### src/rtl/flash_loader.sv
// SPI mode-0 read master: streams 32-bit little-endian words from a serial flash
// (single READ command, auto-incrementing address) into a RAM write port.
module flash_loader #(
    parameter int          RamAddressBitWidth = 16,
    parameter logic [7:0]  ReadCommand        = 8'h03
) (
    input  logic                          clk,
    input  logic                          rst_n,
    input  logic                          start,
    input  logic [23:0]                   flash_address,
    input  logic [RamAddressBitWidth-1:0] ram_base,
    input  logic [15:0]                   word_count,
    output logic                          busy,
    output logic                          done,
    output logic                          spi_cs_n,
    output logic                          spi_sck,
    output logic                          spi_mosi,
    input  logic                          spi_miso,
    output logic                          wr_enable,
    output logic [RamAddressBitWidth-1:0] wr_address,
    output logic [31:0]                   wr_data,
    input  logic                          wr_ready
);

    typedef enum logic [2:0] {
        IDLE,
        COMMAND,
        ADDRESS,
        DATA,
        WRITE,
        FINISH
    } state_t;

    state_t      state;
    state_t      state_next;

    logic        lead;
    logic        phase;
    logic [4:0]  bit_cnt;
    logic [4:0]  last_bit;
    logic [31:0] shift_out;
    logic [31:0] rx;
    logic [31:0] rx_next;
    logic [15:0] remaining;
    logic        shifting;
    logic        bit_end;

    function automatic logic [31:0] byte_swap(input logic [31:0] w);
        return {w[7:0], w[15:8], w[23:16], w[31:24]};
    endfunction

    assign shifting = (state == COMMAND) || (state == ADDRESS) || (state == DATA);
    // A bit completes on the edge that ends its high phase.
    assign bit_end  = shifting && !lead && phase;
    assign rx_next  = {rx[30:0], spi_miso};

    always_comb begin
        case (state)
            COMMAND: last_bit = 5'd7;
            ADDRESS: last_bit = 5'd23;
            default: last_bit = 5'd31;
        endcase
    end

    always_ff @(posedge clk or negedge rst_n) begin
        if (!rst_n) begin
            state <= IDLE;
        end else begin
            state <= state_next;
        end
    end

    always_comb begin
        state_next = state;
        busy       = 1'b0;
        done       = 1'b0;
        spi_cs_n   = 1'b1;
        spi_sck    = 1'b0;
        spi_mosi   = 1'b0;
        wr_enable  = 1'b0;
        case (state)
            IDLE: begin
                if (start) begin
                    state_next = (word_count == 16'd0) ? FINISH : COMMAND;
                end
            end
            COMMAND, ADDRESS: begin
                busy     = 1'b1;
                spi_cs_n = 1'b0;
                spi_sck  = phase;
                spi_mosi = shift_out[31];
                if (bit_end && bit_cnt == last_bit) begin
                    state_next = (state == COMMAND) ? ADDRESS : DATA;
                end
            end
            DATA: begin
                busy     = 1'b1;
                spi_cs_n = 1'b0;
                spi_sck  = phase;
                if (bit_end && bit_cnt == last_bit) begin
                    state_next = WRITE;
                end
            end
            WRITE: begin
                busy      = 1'b1;
                spi_cs_n  = 1'b0;
                wr_enable = 1'b1;
                if (wr_ready) begin
                    state_next = (remaining == 16'd1) ? FINISH : DATA;
                end
            end
            FINISH: begin
                done       = 1'b1;
                state_next = IDLE;
            end
            default: state_next = IDLE;
        endcase
    end

    // Datapath: the lead cycle after chip select gives the flash CS setup time
    // before the first clock edge; command and address share one 32-bit shifter.
    always_ff @(posedge clk or negedge rst_n) begin
        if (!rst_n) begin
            lead       <= 1'b0;
            phase      <= 1'b0;
            bit_cnt    <= 5'd0;
            shift_out  <= 32'd0;
            rx         <= 32'd0;
            remaining  <= 16'd0;
            wr_address <= '0;
            wr_data    <= 32'd0;
        end else begin
            case (state)
                IDLE: begin
                    if (start && word_count != 16'd0) begin
                        shift_out  <= {ReadCommand, flash_address};
                        wr_address <= ram_base;
                        remaining  <= word_count;
                        lead       <= 1'b1;
                        phase      <= 1'b0;
                        bit_cnt    <= 5'd0;
                    end
                end
                COMMAND, ADDRESS, DATA: begin
                    if (lead) begin
                        lead <= 1'b0;
                    end else begin
                        phase <= ~phase;
                        if (phase) begin
                            bit_cnt <= (bit_cnt == last_bit) ? 5'd0 : bit_cnt + 1'b1;
                            if (state == DATA) begin
                                rx <= rx_next;
                                if (bit_cnt == last_bit) begin
                                    wr_data <= byte_swap(rx_next);
                                end
                            end else begin
                                shift_out <= shift_out << 1;
                            end
                        end
                    end
                end
                WRITE: begin
                    if (wr_ready) begin
                        wr_address <= wr_address + 1'b1;
                        remaining  <= remaining - 1'b1;
                    end
                end
                default: ;
            endcase
        end
    end

endmodule
### config.mk
export PLATFORM = sky130hd
export DESIGN_NAME = flash_loader
export DESIGN_NICKNAME = d
export VERILOG_FILES = /design/src/rtl/flash_loader.sv
export SDC_FILE = /design/constraint.sdc
export NUM_CORES = 1
export LEC_CHECK = 0
export CAP_MARGIN = 30
export CORE_MARGIN = 2
export CORE_UTILIZATION = 48
export DETAILED_ROUTE_END_ITERATION = 16
export PLACE_DENSITY = 0.88
export SLEW_MARGIN = 10
export SYNTH_ARGS = -nofsm -noshare
export SYNTH_HDL_FRONTEND = slang
export SYNTH_SLANG_ARGS = --single-unit
export TNS_END_PERCENT = 1
### constraint.sdc
create_clock -name clk -period 1.7 [get_ports clk]
set_input_delay 0.34 -clock clk [delete_from_list [all_inputs] [get_ports clk]]
set_output_delay 0.34 -clock clk [all_outputs]
set_load 0.1 [all_outputs]
* Yosys cells after proc, flatten, opt, wreduce, memory -nomap -nowiden
Cells that the tools add are included. W data, S select, Z words.
Word-level totals: flip-flop bits (word level) 137, output and inout port bits 54, word-level logic and storage cells 88
Cells by class: add/sub/neg operators 3, equality and inequality tests 15, multiplexer cells 36, bitwise operators 2, reduce and logical (&&, ||, !) cells 23
Operators by type and width (number):
- $mux W32 | 4
- $mux W16 | 4
- $pmux W16 S2 | 2
- $pmux W32 S2 | 1
- $mux W5 | 4
- $pmux W5 S2 | 2
- $mux W3 | 6
- $add A16 B1 Y16 const B | 1
- $eq A16 B1 Y1 const B | 1
- $logic_not A16 Y1 | 1
- $reduce_bool A16 Y1 | 1
- $sub A16 B1 Y16 const B | 1
- $ne A2 B2 Y1 const B | 6
- $pmux W3 S4 | 1
- $reduce_and A4 Y1 | 3
- $mux W1 | 10
- $reduce_and A5 Y1 | 2
- $eq A3 B2 Y1 const B | 2
- $eq A3 B3 Y1 const B | 2
- $reduce_and A3 Y1 | 2
- $add A5 B1 Y5 const B | 1
- $eq A5 B5 Y1 | 1
- $logic_and A1 B1 Y1 | 4
- $ne A2 B1 Y1 const B | 2
- other kinds (11) | 15

* Logic depth before layout (Yosys ltp)
word-level depth 8, gate-level depth with buffers 9, gate-level depth less buffers 7

* Worst setup path after synthesis
No wires, ideal clock.
path type reg2out, from register state[1], to output port spi_mosi, arrival 3.039 ns, data required time 1.360 ns, path slack -1.679 ns, stages on the path, launching flop included 5, cells stage by stage dfrtp_1 buf_4 buf_2 xnor2_1 nor3b_1
Between the ends: longest elaborated chain between the ends 3, elaborated cells on any way between the ends 4, those cells by class 2 x eq/ne; 1 x mux; 1 x reduce/logical
RTL lines:
- from (decl) | line 34 | state_t state;
- from (signal assigned) | line 69 | state <= state_next;
- $eq A3 B1 Y1 / $eq A3 B2 Y1 (equally long branches) | line 81 | case (state)
- $reduce_or A2 Y1 *
- $mux W1 * | line 81
- to (decl) | line 17 | output logic spi_mosi,
Mark *: on every way between the ends. The rest lies on a longest branch, timed or not.

* Worst setup path in the final report
from register state[2], to output port spi_cs_n
Between the ends: longest elaborated chain between the ends 3, elaborated cells on any way between the ends 6, those cells by class 4 x eq/ne; 1 x mux; 1 x reduce/logical
RTL lines:
- $eq A3 B1 Y1 (tied with other cells) | line 81
- $reduce_or A4 Y1 (no line) *
- $mux W1 * | line 81
- to (decl) | line 15 | output logic spi_cs_n,
Marks and branches as above.

==> metrics.csv <==
stage,metric,value,unit
run_status,outcome,"complete, but fails checks",
run_status,violated checks,negative setup slack,
synthesis,commonest cells in the synthesized netlist,"sky130_fd_sc_hd__dfrtp_1, sky130_fd_sc_hd__mux2_2, sky130_fd_sc_hd__nand2_1",
timing,Final Cycle Share,1.25,
routing,vias per std cell,5.76,
routing,count of TritonRoute iterations in the first routing pass,4,
clock_network,depth of the CTS H-tree,4,
clock_network,source-to-sink clock delay at the later pin of the worst-skew pair,0.42,ns
power_and_ir_drop,net load switching power,5.18,mW
power_and_ir_drop,total power after layout,13.8,mW
power_and_ir_drop,fraction of power spent switching nets,0.374,
job,max cap viols,0,
worst_setup_path,logic depth of the worst register-to-register path,7,
power_and_ir_drop,power density normalized to cell area,1420,mW/mm²
clock_network,library cell used as clock root buffer,sky130_fd_sc_hd__clkbuf_16,
routing,number of nets with antenna violations after routing,0,
timing,max_slew headroom,0.707,
grt,wire length of the first global-routing pass,27300,µm
worst_setup_path,kind of start point of the critical path,flop,
timing,FMAX,470,MHz
synthesis,"FF+latch count, synth",137,
synthesis,number of standard cells after synthesis,598,
layout,area of the multi-input gates,0.00299,mm²
worst_setup_path,cell repeated most along the worst path,sky130_fd_sc_hd__buf_6,
synthesis,cell taking the most area after synthesis,sky130_fd_sc_hd__dfrtp_1,
floorplan,starting density of the core,0.491,
synthesis,number of distinct library cell variants in the gate-level netlist after synthesis,62,
worst_setup_path,crit-path max cell delay,0.38,ns
floorplan,DIE AREA,0.0145,mm²
routing,detailed router's first-iteration violation count,384,
placement,weighted congestion reported at the end of routability-driven placement,0.945,
timing,setup repair after global routing missed its margin,true,
worst_setup_path,crit path DAT,1.79,ns
synthesis,Synth top area share,0.528,
clock_network,Num CTS Buffers,17,
worst_setup_path,Worst Setup End Kind,output pin,
power_and_ir_drop,Internal,8.66,mW
min_path,Hold/Removal Path Class,input pin to async pin,
grt,"Remaining Overflow, GRT",0,
worst_setup_path,start of the worst register-to-register path,state[1],
worst_setup_path,cell breakdown of the critical path,"buf_6, buf_6, or3_4, and2_4, clkinvlp_4, buf_12",
routing,via count,5532,
clock_network,worst-case clock buffer depth,2,
grt,initial antenna violation count,0,
routing,routed wire length,17100,µm
timing,Setup-failing EPs final,105,
placement,Final HPWL DP,11400,µm
worst_setup_path,master of the slowest instance on the critical path,sky130_fd_sc_hd__dfrtp_1,
timing,worst clock skew,0.0110,ns
layout,share of layout cells above drive strength 1,0.348,
layout,Fillers,825,
synthesis,dominant cell by count in the synthesized netlist,sky130_fd_sc_hd__dfrtp_1,
synthesis,sequential element share of the synthesized area,0.528,
timing,Final TNS setup,-15.39,ns
grt,maximum number of pins on one net before global-route repair,56,
timing,Max Slew Vio Count,0,
layout,utilization after layout,0.738,
synthesis,syn_area_per_cell,10.9,µm²
layout,Diodes inserted,0,
power_and_ir_drop,maximum vdd ir drop,1.52,mV
clock_network,CTS sink cnt,137,
layout,Final Net Count,837,
floorplan,floorplan row count,42,
worst_setup_path,critical path type,flop to output pin,
layout,"Non-Filler Cell Area, Final",0.00978,mm²
routing,routed wire length per instance,17.8,µm
worst_setup_path,setup slack on the worst flop-to-flop path,-0.31,ns
synthesis,ys async rst share,1.00,
grt,total global routing track utilization,0.238,
grt,number of global-route vias before repair,5640,
power_and_ir_drop,Comb pwr share,0.380,
placement,total placed instance area,0.00895,mm²
floorplan,I/O pin count,115,
timing,hold violation total from the final report,0,
floorplan,core footprint,0.0132,mm²
synthesis,most used flip-flop cell after synthesis,sky130_fd_sc_hd__dfrtp_1,
layout,sequential cell area,0.00345,mm²
worst_setup_path,data required time of the worst path,1.36,ns
worst_setup_path,largest fanout on the critical path,6,
clock_network,clock slew seen by the registers of the worst setup and hold paths,0.06,ns
synthesis,top post-synthesis cells by area,"sky130_fd_sc_hd__dfrtp_1, sky130_fd_sc_hd__mux2_2, sky130_fd_sc_hd__a21oi_1",
synthesis,Post-Synthesis Net Count,663,
synthesis,number of flops mapped to enable cells by yosys,0,
timing,transition time at the pin with the least slew margin,0.436,ns
power_and_ir_drop,fraction of power consumed by the clock network,0.266,
synthesis,count of synthesis-stage warnings from yosys,0,
layout,synthesis-to-finish area growth,50.5,%
clock_network,clock tree from TritonCTS,built,
floorplan,chip height,120,µm
timing,minimum period implied by the final worst setup slack,2.13,ns
power_and_ir_drop,reported leakage power,4.44,nW
power_and_ir_drop,relative contribution of sequential cells to total power,0.354,
floorplan,Chip Width,120,µm
timing,setup ws final,-0.426,ns
placement,input/output buffers,114,
worst_setup_path,capturing point of the worst reg2reg path,wr_data[8],
synthesis,post-synthesis instance area,0.00650,mm²
routing,DRC violation count after routing,0,
state kept, by name, summed over array words and instances (netlist names):
name        flops
bit_cnt         5
phase           1
remaining      16
shift_out      32
wr_address     16
rx             31
lead            1
state           3
wr_data        32
logic make-up (layout without fill, tap and decap cells):
kind of cell | count (synthesis) | count (layout) | share of synthesized area
flip-flops | 137 | 137 | 0.528
adder cells (fa/ha/maj) | 4 | 4 | 0.00770
AND/OR/NAND/NOR | 148 | 148 | 0.115
AO/OA/AOI/OAI | 172 | 172 | 0.162
XOR/XNOR | 2 | 2 | 0.00270
buffers and inverters | 48 | 235 | 0.0385
multiplexers | 87 | 87 | 0.147
stage by stage:
stage,instances,setup slack [ns],hold WS [ns]
finish,961,-0.426,0.368
global route,961,-0.491,0.389
CTS,960,-0.438,0.369
detailed placement,924,-0.650,0.259
global placement,924,-0.619,0.259
floorplan,598,-0.263,0.0444
final cells by class:
cell class	instances	share of cell area
clock buffers	23	0.0499
repair buffers	194	0.254
inverters	9	0.00409
multi-input cells	413	0.306
flip-flops and latches	137	0.353
clock inverters	9	0.0118
well taps	176	0.0225
critical path: cells and delay by family, from the launching register on:
kind,cells,cell delay (ns)
flip-flops,1,0.38
AND/OR/NAND/NOR,2,0.49
buffers and inverters,4,0.49
repair_timing:
item / CTS / global route
hold buffers: 1 / 0
cloned: 0 / 1
endpoints found under the setup margin: 118 / 136
resized for setup: 42 / 15
pin swaps: 10 / 4
setup buffers: 3 / 0
hold endpoints to repair: 18 / 0
placed cells by master (no fill, tap or decap), drive strengths merged, types with 5 or more instances in the layout:
master,synthesis,final
o31ai,6,6
nor3,9,9
clkdlybuf4s50,0,56
a31o,5,5
nor4,7,7
clkinv,0,5
o21ai,56,56
a21oi,56,56
mux2i,24,24
nand2,60,60
buf,31,133
clkbuf,8,24
nor2,21,21
a22o,8,8
nand4,7,7
nand3,16,16
inv,9,8
o22ai,12,12
mux2,63,63
dfrtp,137,137
worst max path at each step:
stage	start	to	slack, ns	depth (start not counted)
2_1_floorplan	state[1]	spi_mosi	-0.26	4
5_1_grt	state[2]	spi_cs_n	-0.49	6
6_report	state[2]	spi_cs_n	-0.43	6
3_5_place_dp	word_count[14]	wr_address[14]	-0.65	7
3_3_place_gp	word_count[14]	wr_address[14]	-0.62	7
4_1_cts	state[2]	spi_cs_n	-0.44	6
power groups by stage:
stage	Combinational [mW]	Sequential [mW]	Clock, mW
6_report	5.26	4.90	3.68
3_5_place_dp	5.15	4.88	0
3_3_place_gp	4.98	4.82	0
5_1_grt	5.59	4.99	3.90
4_1_cts	5.22	4.87	3.72
2_1_floorplan	1.85	5.97	0
per-layer routing:
layer / GRT usage / wire length, µm / up-vias
li1: - / - / 2542
met1: 0.293 / 6930 / 2691
met2: 0.404 / 8530 / 246
met3: 0.0590 / 1140 / 53
met4: 0.0945 / 472 / 0
met5: 0 / 0 / -
(Power assumes the default switching activity.)
